<file path="config.mk">
export PLATFORM = sky130hd
export DESIGN_NAME = vga_sync
export DESIGN_NICKNAME = d
export VERILOG_FILES = /design/src/rtl/vga_sync.sv
export SDC_FILE = /design/constraint.sdc
export NUM_CORES = 1
export LEC_CHECK = 0
export CAP_MARGIN = 5
export CORE_MARGIN = 2
export CORE_UTILIZATION = 40
export DETAILED_ROUTE_END_ITERATION = 12
export GPL_TIMING_DRIVEN = 0
export PLACE_DENSITY = 0.72
export SETUP_SLACK_MARGIN = 0.2
export SLEW_MARGIN = 10
export SYNTH_ARGS = -nofsm -noshare
export SYNTH_HDL_FRONTEND = slang
export SYNTH_SLANG_ARGS = --single-unit
</file>
<file path="constraint.sdc">
create_clock -name clk_i -period 3.25 [get_ports clk_i]
set_input_delay 0.65 -clock clk_i [delete_from_list [all_inputs] [get_ports clk_i]]
set_output_delay 0.65 -clock clk_i [all_outputs]
set_load 0.1 [all_outputs]
</file>
<file path="src/rtl/vga_sync.sv">
// Raster timing generator: walks column/row over the full frame including
// blanking and registers sync, visible and start strobes for the same pixel.
module vga_sync #(
    parameter int H_VISIBLE  = 640,
    parameter int H_FRONT    = 16,
    parameter int H_SYNC     = 96,
    parameter int H_BACK     = 48,
    parameter int V_VISIBLE  = 480,
    parameter int V_FRONT    = 10,
    parameter int V_SYNC     = 2,
    parameter int V_BACK     = 33,
    parameter bit H_SYNC_POL = 1'b0,
    parameter bit V_SYNC_POL = 1'b0,
    parameter int COORD_BITS = 10
) (
    input  logic                  clk_i,
    input  logic                  rst_ni,
    output logic [COORD_BITS-1:0] column_o,
    output logic [COORD_BITS-1:0] row_o,
    output logic                  visible_o,
    output logic                  hsync_o,
    output logic                  vsync_o,
    output logic                  line_start_o,
    output logic                  frame_start_o
);
    localparam int CB      = COORD_BITS;
    localparam int H_TOTAL = H_VISIBLE + H_FRONT + H_SYNC + H_BACK;
    localparam int V_TOTAL = V_VISIBLE + V_FRONT + V_SYNC + V_BACK;

    localparam logic [CB-1:0] H_LAST = CB'(H_TOTAL - 1);
    localparam logic [CB-1:0] V_LAST = CB'(V_TOTAL - 1);

    // One extra bit so a sync end equal to 2**CB still compares correctly.
    localparam logic [CB:0] H_VIS  = (CB+1)'(H_VISIBLE);
    localparam logic [CB:0] V_VIS  = (CB+1)'(V_VISIBLE);
    localparam logic [CB:0] HS_BEG = (CB+1)'(H_VISIBLE + H_FRONT);
    localparam logic [CB:0] HS_END = (CB+1)'(H_VISIBLE + H_FRONT + H_SYNC);
    localparam logic [CB:0] VS_BEG = (CB+1)'(V_VISIBLE + V_FRONT);
    localparam logic [CB:0] VS_END = (CB+1)'(V_VISIBLE + V_FRONT + V_SYNC);

    // Low until the first edge after reset, so that edge presents pixel (0,0).
    logic          running;
    logic [CB-1:0] col_n;
    logic [CB-1:0] row_n;
    logic [CB:0]   col_x;
    logic [CB:0]   row_x;

    always_comb begin
        col_n = '0;
        row_n = '0;
        if (running) begin
            if (column_o == H_LAST) begin
                col_n = '0;
                row_n = (row_o == V_LAST) ? '0 : row_o + 1'b1;
            end else begin
                col_n = column_o + 1'b1;
                row_n = row_o;
            end
        end
    end

    assign col_x = {1'b0, col_n};
    assign row_x = {1'b0, row_n};

    always_ff @(posedge clk_i or negedge rst_ni) begin
        if (!rst_ni) begin
            running       <= 1'b0;
            column_o      <= '0;
            row_o         <= '0;
            visible_o     <= 1'b0;
            hsync_o       <= ~H_SYNC_POL;
            vsync_o       <= ~V_SYNC_POL;
            line_start_o  <= 1'b0;
            frame_start_o <= 1'b0;
        end else begin
            running       <= 1'b1;
            column_o      <= col_n;
            row_o         <= row_n;
            visible_o     <= (col_x < H_VIS) && (row_x < V_VIS);
            hsync_o       <= ((col_x >= HS_BEG) && (col_x < HS_END)) ? H_SYNC_POL : ~H_SYNC_POL;
            vsync_o       <= ((row_x >= VS_BEG) && (row_x < VS_END)) ? V_SYNC_POL : ~V_SYNC_POL;
            line_start_o  <= (col_n == '0);
            frame_start_o <= (col_n == '0) && (row_n == '0);
        end
    end
endmodule

</file>
==> flow_summary.ini <==
[outcome]
outcome = finished, final reports clean

[clocking]
cts_setup_buffers = 0
clk_pin_slew_ps = 90
cts_root_buf = clkbuf_8
cts_made_buffers = 3
clock_latency_ps = 280
holdBufCountCts = 0
cts_tree = yes
postCtsResizedCells = 0
cts_buffer_depth = 2
cts_sinks = 26
htree_levels = 1

[final_layout]
drive_gt1_frac = 0.08854
finalNonFillerCells = 240
final_area_um2 = 1908
final_util = 0.5212
n_antenna_cell = 0
final_net_count = 198
area_delta_synth_final_pct = 25.41

[drt]
viasPerCell = 5.254
wire_per_inst_um = 13.24
ant_nets = 0
dr_total_vias = 1261
drt_iter0_drc = 51
firstDrtPassIters = 6
drc_errors = 0
wirelength_mm = 3.177

[critical_path]
cp-start-kind = flop
critPathTopFamily = buffers and inverters
cp.arrival_ps = 1960
endpoint_kind = output port
cpPeakStageDelay_ps = 1190
path_class = reg -> out
critPathBufInv = 1
crit_slowest_cell = clkdlybuf4s50_1
r2r-start = column_o[1]
path_cells = clkdlybuf4s50_1
ff2ff_setup_slack_ps = 880
reg2reg_to = visible_o
cp.required_ps = 2600
cp_max_fo = 8
worst_r2r_path_depth = 8

[timing]
tightest_slew_ps = 973.9
hold_violations = 0
final_max_slew_viol_count = 0
relSlewSlack = 0.3487
timing.fmax_mhz = 382.7
tns_ps = 0
setup_viol = 0
skew_ps = 4.875
layout_min_cycle_time_ps = 2613
rsz0062_at_grt = false
timing.final.crit_share = 0.8041

[die]
io-pin-count = 27
coreArea_um2 = 3661
die_w_um = 65.68
die_area_um2 = 4313
dieHeight_um = 65.68
rows = 22
initial_core_util = 0.4156

[grt]
grt_pass1_vias = 1183
grt_max_degree = 27
antenna_found_initial = 0
overflow = 0
grt_pass1_wl_mm = 5.554
grtUsageTotal = 0.1656

[yosys]
yosysTopAreaCell = dfrtp_1
synth-edff-count = 0
yosys_warnings = 0
ys_top_cells_by_area = dfrtp_1, xnor2_1, nor2_1, dfstp_2, nand3_1
syn_avg_cell_area_um2 = 9.392
ys_top_cells_by_count = dfrtp_1, nor2_1, xnor2_1
synth_top_area_frac = 0.3947
netlist_area_um2 = 1521
synthFlopType = dfrtp_1
synth_cells = 162
synth_sequential_area_ratio = 0.4293
synthesis.nets = 167
synth_most_common_cell = dfrtp_1
synth.distinct_cells = 46
synth_seq_cells = 26
synth-async-reset-ratio = 1.000

[power_and_ir_drop]
ir_drop_v = 0.0001524
leakage_uw = 0.0007742
total_power_uw = 684.6
powerDensity_nw_per_um2 = 358.8

[run]
drv_cap = 0

[placement]
placedCellCount = 236
gp_congestion = 0.8616
io_buffer_count = 26
post-dp-hpwl_mm = 2.309
postPlaceCellArea_um2 = 1842

[min_path]
hold_path.class = in -> async
-- logic make-up after synthesis --
group,Yosys count,share of synthesized area
multiplexers,2,0.01316
AO/OA/AOI/OAI,20,0.1053
flip-flops,26,0.4293
AND/OR/NAND/NOR,77,0.2788
adder cells (fa/ha/maj),3,0.02467
other,1,0.002465
buffers and inverters,16,0.04852
XOR/XNOR,17,0.09786
-- layout make-up --
class / instances / area (µm²)
Sequential cell: 26 / 653.1
Inverter: 8 / 30.03
Buffer: 8 / 43.79
Tap cell: 48 / 60.06
Clock buffer: 3 / 41.29
Timing Repair Buffer: 26 / 255.2
Multi-Input combinational cell: 120 / 794.5
Fill cell: 344 / 1753
Clock inverter: 1 / 30.03
-- layer usage --
metal | vias to the layer above | routed length [µm] | track usage | share of wire
met3 | 5 | 220 | 0.01541 | 0.069
li1 | 630 | - | - | -
met5 | - | 0 | 0 | 0
met4 | 0 | 57 | 0.06250 | 0.018
met2 | 47 | 1461 | 0.2538 | 0.46
met1 | 579 | 1437 | 0.2408 | 0.45
-- sequential cells by signal, summed over array words and instances, names as in the netlist --
register,cells
row_o,10
visible_o,1
running,1
vsync_o,1
column_o,10
line_start_o,1
frame_start_o,1
hsync_o,1
-- report_power, final --
part / internal [µW] / switching (µW) / leakage, µW
registers: 329 / 6.07 / 0.000341
logic: 17.9 / 60.0 / 0.000398
clock network: 165 / 106 / 0.0000357
-- worst max-delay path by stage --
stage	start	to	slack [ps]	cells after the start
6_report	row_o[3]	row_o[3]	640	1
5_1_grt	row_o[3]	row_o[3]	550	1
4_1_cts	row_o[3]	row_o[3]	630	1
3_5_place_dp	column_o[0]	visible_o	910	8
3_3_place_gp	column_o[1]	visible_o	900	8
2_1_floorplan	column_o[1]	frame_start_o	410	8
-- stage by stage --
| stage | setup WS [ps] | hold slack (ps) |
|---|---|---|
| 2_1_floorplan | 406.4 | 354.4 |
| 3_3_place_gp | 898.9 | 519.8 |
| 3_5_place_dp | 908.7 | 522.8 |
| 4_1_cts | 628.0 | 536.6 |
| 5_1_grt | 549.3 | 401.9 |
| 6_report | 636.8 | 357.5 |
-- cell usage in the layout, fill, tap and decap left out, types with 2 or more instances in the layout --
| cell | netlist | routed |
|---|---|---|
| clkdlybuf4s50_1 | 0 | 25 |
| xor2_1 | 5 | 5 |
| nor3_1 | 4 | 4 |
| and3_1 | 5 | 5 |
| nor2b_1 | 3 | 3 |
| o21ai_0 | 2 | 2 |
| nand3_1 | 9 | 9 |
| nor3b_1 | 3 | 3 |
| clkbuf_8 | 0 | 3 |
| nand4_1 | 7 | 7 |
| nor2_1 | 19 | 19 |
| dfrtp_1 | 24 | 24 |
| inv_1 | 8 | 8 |
| buf_2 | 2 | 3 |
| ha_1 | 3 | 3 |
| nor4_1 | 4 | 4 |
| o31ai_1 | 3 | 3 |
| nand2_1 | 10 | 10 |
| xnor2_1 | 12 | 12 |
| mux2i_1 | 2 | 2 |
| a211oi_1 | 2 | 2 |
| or3_1 | 3 | 3 |
| clkbuf_1 | 3 | 3 |
| dfstp_2 | 2 | 2 |
| a31oi_1 | 2 | 2 |
| and2_1 | 3 | 3 |
Note: power is estimated with default switching activity, not from simulation.
